[src/rtl/beat_generator.sv]
// Metronome beat timing: turns a beat period in clock cycles into beat/accent
// pulses, a running beat index and a stretched LED drive.
module beat_generator #(
    parameter int CNT_W      = 34,
    parameter int IDX_W      = 4,
    parameter int MIN_PERIOD = 2,
    parameter int LED_CYCLES = 2500000
) (
    input  logic             i_clk,
    input  logic             i_reset_n,
    input  logic             i_enable,
    input  logic [CNT_W-1:0] i_bpm_counter,
    input  logic             i_bpm_changed,
    input  logic [IDX_W-1:0] i_beats_per_bar,
    output logic             o_beat,
    output logic             o_accent,
    output logic [IDX_W-1:0] o_beat_index,
    output logic             o_led,
    output logic             o_period_valid
);

    localparam int LED_W = $clog2(LED_CYCLES + 1);

    typedef enum logic [0:0] {
        ST_IDLE = 1'b0,
        ST_RUN  = 1'b1
    } state_t;

    state_t           state_r, state_s;
    logic [CNT_W-1:0] period_r, period_s;
    logic [CNT_W-1:0] phase_r, phase_s;
    logic             beat_r, beat_s;
    logic             accent_r, accent_s;
    logic             valid_r, valid_s;
    logic             led_r, led_s;
    logic [IDX_W-1:0] idx_r, idx_s;
    logic [LED_W-1:0] led_cnt_r, led_cnt_s;

    // Highest beat index in a bar; a bar length of 0 behaves as 1.
    function automatic logic [IDX_W-1:0] last_index(input logic [IDX_W-1:0] bpb);
        logic [IDX_W-1:0] res;
        if (bpb == {IDX_W{1'b0}}) begin
            res = {IDX_W{1'b0}};
        end else begin
            res = bpb - IDX_W'(1);
        end
        return res;
    endfunction

    // Next-state, period latch, beat counting and LED stretch.
    always_comb begin
        state_s   = state_r;
        phase_s   = phase_r;
        beat_s    = 1'b0;
        accent_s  = 1'b0;
        idx_s     = idx_r;
        led_s     = 1'b0;
        led_cnt_s = led_cnt_r;

        if (i_bpm_changed) begin
            period_s = i_bpm_counter;
        end else begin
            period_s = period_r;
        end
        valid_s = (period_s >= CNT_W'(MIN_PERIOD));

        case (state_r)
            ST_IDLE: begin
                phase_s = {CNT_W{1'b0}};
                if (i_enable && valid_s) begin
                    state_s  = ST_RUN;
                    beat_s   = 1'b1;
                    accent_s = 1'b1;
                    idx_s    = {IDX_W{1'b0}};
                end else begin
                    state_s = ST_IDLE;
                end
            end
            ST_RUN: begin
                if (!i_enable || !valid_s) begin
                    state_s = ST_IDLE;
                    phase_s = {CNT_W{1'b0}};
                end else if (i_bpm_changed) begin
                    // A new period restarts the phase; it takes priority over a terminal count.
                    phase_s = {CNT_W{1'b0}};
                end else if (phase_r == period_r - CNT_W'(1)) begin
                    phase_s = {CNT_W{1'b0}};
                    beat_s  = 1'b1;
                    if (idx_r >= last_index(i_beats_per_bar)) begin
                        idx_s    = {IDX_W{1'b0}};
                        accent_s = 1'b1;
                    end else begin
                        idx_s = idx_r + IDX_W'(1);
                    end
                end else begin
                    phase_s = phase_r + CNT_W'(1);
                end
            end
            default: begin
                state_s = ST_IDLE;
                phase_s = {CNT_W{1'b0}};
            end
        endcase

        if (beat_s) begin
            led_cnt_s = LED_W'(LED_CYCLES);
            led_s     = 1'b1;
        end else if (led_cnt_r != {LED_W{1'b0}}) begin
            led_cnt_s = led_cnt_r - LED_W'(1);
            led_s     = (led_cnt_r != LED_W'(1));
        end else begin
            led_cnt_s = {LED_W{1'b0}};
            led_s     = 1'b0;
        end
    end

    // State and output registers.
    always_ff @(posedge i_clk or negedge i_reset_n) begin
        if (!i_reset_n) begin
            state_r   <= ST_IDLE;
            period_r  <= {CNT_W{1'b0}};
            phase_r   <= {CNT_W{1'b0}};
            beat_r    <= 1'b0;
            accent_r  <= 1'b0;
            valid_r   <= 1'b0;
            led_r     <= 1'b0;
            idx_r     <= {IDX_W{1'b0}};
            led_cnt_r <= {LED_W{1'b0}};
        end else begin
            state_r   <= state_s;
            period_r  <= period_s;
            phase_r   <= phase_s;
            beat_r    <= beat_s;
            accent_r  <= accent_s;
            valid_r   <= valid_s;
            led_r     <= led_s;
            idx_r     <= idx_s;
            led_cnt_r <= led_cnt_s;
        end
    end

    assign o_beat         = beat_r;
    assign o_accent       = accent_r;
    assign o_beat_index   = idx_r;
    assign o_led          = led_r;
    assign o_period_valid = valid_r;

endmodule
[config.mk]
export PLATFORM = sky130hd
export DESIGN_NAME = beat_generator
export DESIGN_NICKNAME = d
export VERILOG_FILES = /design/src/rtl/beat_generator.sv
export SDC_FILE = /design/constraint.sdc
export NUM_CORES = 1
export LEC_CHECK = 0
export ABC_AREA = 0
export CORE_MARGIN = 5
export CORE_UTILIZATION = 50
export CTS_CLUSTER_SIZE = 10
export DETAILED_ROUTE_END_ITERATION = 7
export PLACE_DENSITY = 0.77
export SETUP_SLACK_MARGIN = 0.15
export SLEW_MARGIN = 20
export SYNTH_ARGS = -nofsm -noshare
export SYNTH_HDL_FRONTEND = slang
export SYNTH_SLANG_ARGS = --single-unit
[constraint.sdc]
create_clock -name i_clk -period 4.5 [get_ports i_clk]
set_input_delay 1.125 -clock i_clk [delete_from_list [all_inputs] [get_ports i_clk]]
set_output_delay 1.125 -clock i_clk [all_outputs]
set_load 0.02 [all_outputs]
==> summary.txt <==
Clock network
  • Setup Buffers After CTS: 0
  • Root buffer cell: clkbuf_16
  • CTS tree: done
  • CTS clk-pin slew, worst paths: approximately 70 ps
  • Clock latency on the worst-skew pair: 360 ps
  • Total CTS buffers: 9
  • Post-CTS Resized: 0
  • H-tree depth: 3
  • CTS Hold Bufs: 0
  • Clk sink count: 99
  • Clock buffer depth: 2

Critical path
  • R2r endpoint: o_beat_index[1]
  • Max FO, Critical Path: 25
  • Crit path largest cell delay: 660 ps
  • Critical path origin: period_r[2]
  • Setup slack, reg-to-reg: 740 ps
  • CP bufs+invs: 0
  • CP Launch Type: register
  • WP data arrival: 3980 ps
  • Slowest CP cell: or4_4
  • Reg2Reg Depth: 9
  • Reg2reg start: period_r[2]
  • Worst path cell trace: or4_4 -> nor2_2 -> xnor2_1 -> a2111oi_0 -> nand4b_1 -> nor4_2 -> nand3b_1 -> a21oi_4 -> o22ai_1
  • Setup crit end kind: register
  • Setup CP Type: register to register
  • Top Family by Delay on Critical Path: simple AND/OR/NAND/NOR gates
  • Critical path endpoint: o_beat_index[1]
  • Worst EP required: 4710 ps
  • Crit. path cell count: 9

Floorplan
  • Die area: around 14,000 sq um
  • Site Rows: 39
  • Initial Util: 51.3%
  • CORE AREA: 11,500 sq um
  • Chip Width: about 120 um
  • Die Y: 119 um
  • IO Count: 50

Yosys
  • Post-synth ARST share: 100%
  • Ys Warns: 0
  • Seq cells post-synth: 99
  • Post-synth top area share: 42.1%
  • Number of flops mapped to enable cells by yosys: 0
  • Avg Cell Area, Syn: 9.64 sq um
  • Seq/Total Area, Yosys: 42.1%
  • Post-synth top flop: dfrtp_1
  • Synth top area cells: dfrtp_1 42%, xnor2_1 8.9%, mux2_2 6.3%
  • Cell variety after synth: 64
  • Largest area contributor in the netlist: dfrtp_1
  • Syn_nets: 662
  • Syn Inst Count: ~600
  • Cell Area, Synth: 5890 sq um

Timing
  • Relative slew slack: 52.3%
  • RSZ-0062 raised after global routing: false
  • Final Setup Violations: 0
  • Tmin final: 3760 ps
  • Skew final: roughly 10 ps
  • Final Hold Vio Count: 0
  • Fin crit share: approximately 84%
  • TNS Setup: 0 ps
  • Worst setup margin: 737 ps
  • Least-Margin Pin Slew: 709 ps
  • Max-slew violations: 0
  • Max Fclk: 0.266 GHz

Power
  • Comb power frac: 15.4%
  • PwrDens: 324 nW/um^2
  • Maximum VDD drop: 0.284 mV
  • Total internal power: 1.57 mW
  • Sw Share: 29.2%
  • Flop pwr share: 47.2%
  • NetSw: 0.648 mW
  • Leak: 2.57 nW
  • Clk pwr share: 37.4%
  • Design Power: between 2 and 2.5 mW

Global route
  • GR Layer Usage met2: 34.1%
  • Met3 GRT Util: 4.92%
  • Antenna violations before repair: 0
  • Tot GR Track Use: around a fifth
  • First-pass GRT wire length: between 20 and 25 mm
  • Grt total ovfl: 0
  • Vias in the first global route: between 4,000 and 5,000
  • Top Usage Layer GRT: met2
  • Grt met1 use: approximately 29%
  • Pin count of the biggest net entering global routing: 40

Drt
  • ANT nets after route: 0
  • Drt total wl: 15.0 mm
  • Pre-antenna DRT Iters: 5
  • Total number of vias: 4,949
  • Initial DRC Count: 467
  • Vias per inst: 6.14
  • Wire per inst: 18.6 um
  • Post-route DRC: 0

Placement
  • Port buffer count: between 40 and 50
  • Gpl congestion: roughly 1
  • Setup WS pre-CTS: 489 ps
  • DP HPWL: around 11 mm

Cells and area
  • Area delta synth->final: 16.0%
  • ANT cells: 0
  • Final #Nets: 709
  • Share of cells above drive strength 1: between 10% and 20%

Worst hold path
  • Hold Path Class: register to register
  • Worst hold start: led_cnt_r[0]

Outcome
  • Status: finished, final reports clean

Job
  • MaxCap Viol Count: 0
[how the worst min path moves through the flow]
stage                        end  cells after the start  slack (ps)
floorplan           led_cnt_r[0]                      1         480
global placement    led_cnt_r[0]                      1         510
detailed placement  led_cnt_r[0]                      1         520
CTS                 led_cnt_r[0]                      1         530
global route        led_cnt_r[0]                      1         550
finish              led_cnt_r[0]                      1         530
[metrics by stage]
stage / std cells / cell area [sq um] / hold WS [ps] / util (%)
3_5_place_dp: 790 / 6490 / 516 / 56.6
2_1_floorplan: 611 / 5890 / 481 / -
3_3_place_gp: 790 / 6490 / 511 / 56.6
5_1_grt: 806 / 6830 / 547 / 59.6
6_report: 806 / 6830 / 528 / 59.6
4_1_cts: 806 / 6820 / 526 / 59.5
[routing by layer]
layer  routed length [um]  vias to the layer above  part of all wire (%)
met2                 7130                      195                    48
met3                 1120                       31                   7.4
met5                    0                        -                     0
li1                     -                     2305                     -
met4                  298                        0                   2.0
met1                 6460                     2418                    43
[final cells by class]
class	instances	area, sq um
clock buffer	9	225
sequential	99	2480
fill	918	4640
clock inverter	7	100
multi-input combinational	476	3250
timing repair buffer	56	536
tap	143	179
inverter	16	60.1
[cell usage in the layout (no fill, tap or decap), types with 5 or more instances in the layout]
cell	count
or3_1	8
clkbuf_16	9
nor3_1	33
o21bai_1	5
nor2_1	70
dfrtp_1	99
or2_2	6
inv_1	16
a21oi_1	8
or4_1	8
nor4_1	32
mux2_2	33
xnor2_1	60
nand3_1	26
xor2_1	33
nor3b_1	7
o21ai_0	7
and3_1	14
clkdlybuf4s50_1	47
nand2_1	35
ha_1	9
nand4_1	10
buf_4	8
[synth_stat cells (4+ instances only)]
| cell | instances |
|---|---|
| nand4_1 | 10 |
| nor3b_1 | 7 |
| nor2_1 | 70 |
| nor3_1 | 34 |
| or3_1 | 8 |
| and3_1 | 14 |
| nor4_1 | 32 |
| xor2_1 | 33 |
| or2_2 | 6 |
| and4_1 | 4 |
| inv_1 | 16 |
| buf_1 | 4 |
| nand2_1 | 35 |
| a31oi_1 | 4 |
| mux2_2 | 33 |
| buf_6 | 4 |
| dfrtp_1 | 99 |
| nand3_1 | 26 |
| clkbuf_1 | 9 |
| o21bai_1 | 5 |
| o21ai_0 | 7 |
| or4_1 | 8 |
| nor2b_1 | 4 |
| a21oi_1 | 8 |
| nand2b_1 | 4 |
| ha_1 | 9 |
| xnor2_1 | 60 |
[sequential cells by signal, summed over array words and instances, names as in the netlist]
name / cells
state_r: 1
period_r: 34
o_beat: 1
o_period_valid: 1
o_accent: 1
o_beat_index: 4
led_cnt_r: 22
phase_r: 34
o_led: 1
[power by group through the flow]
stage	clock network, mW	registers, mW	logic, mW
2_1_floorplan	0	1.02	0.236
3_3_place_gp	0	1.06	0.324
3_5_place_dp	0	1.06	0.337
4_1_cts	0.847	1.04	0.338
5_1_grt	0.881	1.05	0.376
6_report	0.828	1.05	0.340
[logic make-up (layout without fill, tap and decap cells)]
| group | after synthesis | in the layout | synth area share (%) |
|---|---|---|---|
| DFF | 99 | 99 | 42.1 |
| and+or+nand+nor | 279 | 279 | 25.2 |
| xor gates and xnor gates | 93 | 93 | 13.8 |
| muxes | 34 | 34 | 6.48 |
| buffers and inverters | 36 | 88 | 2.87 |
| AOI/OAI and AO/OA | 61 | 61 | 7.59 |
| adders and majority gates | 9 | 9 | 1.91 |
Note: power is estimated with default switching activity, not from simulation.
==> variant (same flow settings) <==
Change the parameter `LED_CYCLES` from 2500000 to 10000000.
--- a/src/rtl/beat_generator.sv
+++ b/src/rtl/beat_generator.sv
@@ -5,5 +5,5 @@
     parameter int IDX_W      = 4,
     parameter int MIN_PERIOD = 2,
-    parameter int LED_CYCLES = 2500000
+    parameter int LED_CYCLES = 10000000
 ) (
     input  logic             i_clk,
Function: same outputs for any inputs over 10 cycles, from zero or initial values and one cycle with i_reset_n low; that may be too few to reach the edited logic, so the function may still have changed.
==> variant against the original RTL <==
Final cell count increased by 1.5%. Synthesized area increased by 1.3%. Maximum frequency decreased by 2.8%. Design area increased by 1.2%. Via count decreased by 2.9%. First-iteration DRC count decreased by 15%. Clock skew decreased by 0.0042 ns. Global-route usage decreased by 0.90 points. Routed wire length decreased by 5.8%. Power increased by 5.5%. Setup slack got worse by 0.11 ns. Sequential cell count increased by 2. Critical endpoint is now phase_r[20]. Largest cell class unchanged.
==> variant: results (changes against the original RTL) <==
stage	metric	value	unit	change
status	status	finished clean		
min_path	Min-Delay Endpoint	phase_r[0]		
worst_setup_path	reg2reg setup slack	0.63	ns	-0.11 ns
placement	DPL Wire Length	10400	um	-7.3%
placement	Final GP Congestion	0.878		-10%
grt	total track usage	20.5	%	-0.90 points
power	Lkg Pwr	2.77	nW	+7.8%
synthesis	post-synthesis sequential area ratio	42.4	%	+0.30 points
synthesis	Syn Nets	681		+2.9%
cells_and_area	Final nets	722		+1.8%
synthesis	Synth Area in Compound Gates	7.61	%	+0.029 points
power	VDD IR max	0.229	mV	-19%
worst_setup_path	Arr. time, crit path	4.13	ns	+0.15 ns
synthesis	synth cell count leaders	101 x dfrtp_1, 80 x nor2_1, 49 x nand2_1, 49 x xor2_1, 46 x xnor2_1		
sta	Setup Skew	0.00598	ns	-0.00423 ns
min_path	Hold Startpoint	phase_r[0]		
synthesis	Post-Synth XOR/XNOR Area	14.0	%	+0.12 points
sta	Slew @ Worst Pin	0.718	ns	+0.00899 ns
synthesis	adder-cell share of the synthesized area	2.10	%	+0.19 points
worst_setup_path	CP Max Fanout	34		+36%
grt	first-pass GRT wire length	23800	um	-2.2%
grt	pin count of the biggest net entering global routing	39		-2.5%
worst_setup_path	Critical R2R Capture	phase_r[20]		
worst_setup_path	max incr delay on CP	0.68	ns	+0.02 ns
synthesis	mux share of post-synthesis cell area	6.40	%	-0.083 points
-- variant: cell count changes in the layout (fill, tap and decap cells not counted), moves of 10 or more --
cell,before,now
xor2_1,33,49
xnor2_1,60,46
nor4_1,32,21
nor2_1,70,80
nand2_1,35,49
-- variant: area by class of cell --
| class | instances | area (um2) |
|---|---|---|
| Sequential cell | 101 | 2530 |
| Fill cell | 978 | 4650 |
| Clock buffer | 9 | 225 |
| Tap cell | 143 | 179 |
| Inverter | 16 | 60.1 |
| Multi-Input combinational cell | 486 | 3260 |
| Clock inverter | 7 | 123 |
| Timing Repair Buffer | 56 | 536 |
-- variant: worst max path at each step --
stage	slack, ns	endpoint	startpoint	depth (start not counted)
global placement	0.57	phase_r[5]	i_bpm_counter[26]	9
floorplan	1.05	o_beat_index[1]	i_bpm_changed	12
detailed placement	0.53	phase_r[33]	i_bpm_counter[26]	9
finish	0.63	phase_r[20]	period_r[2]	9
global route	0.33	phase_r[31]	period_r[20]	9
CTS	0.51	phase_r[12]	period_r[7]	9
-- variant: timing repair --
action | CTS | global route
setup buffers | 0 | 0
resized for setup | 0 | 1
setup endpoints to repair | 0 | 14
-- variant: metrics by stage --
stage | setup slack, ns | area [um2] | cells
finish | 0.629 | 6910 | 818
global route | 0.325 | 6910 | 818
CTS | 0.513 | 6900 | 818
detailed placement | 0.527 | 6560 | 802
global placement | 0.571 | 6560 | 802
floorplan | 1.05 | 5960 | 629
-- variant: cells by family after synthesis --
group | count (synthesis)
DFF | 101
buffers and inverters | 42
adders and majority gates | 10
AOI/OAI and AO/OA | 65
and+or+nand+nor | 282
muxes | 34
xor gates and xnor gates | 95
-- variant: metal layers --
metal | vias to the layer above | part of all wire (%) | GRT usage, %
li1 | 2308 | - | -
met5 | - | 0 | 0
met1 | 2351 | 44 | 26.6
met4 | 0 | 2.1 | 6.37
met3 | 21 | 4.0 | 3.84
met2 | 126 | 50 | 34.8
-- variant: power breakdown --
| group | total, mW | switching, mW | internal (mW) |
|---|---|---|---|
| logic | 0.367 | 0.181 | 0.187 |
| registers | 1.07 | 0.0981 | 0.973 |
| clock network | 0.898 | 0.351 | 0.546 |
| total | 2.34 | 0.630 | 1.71 |
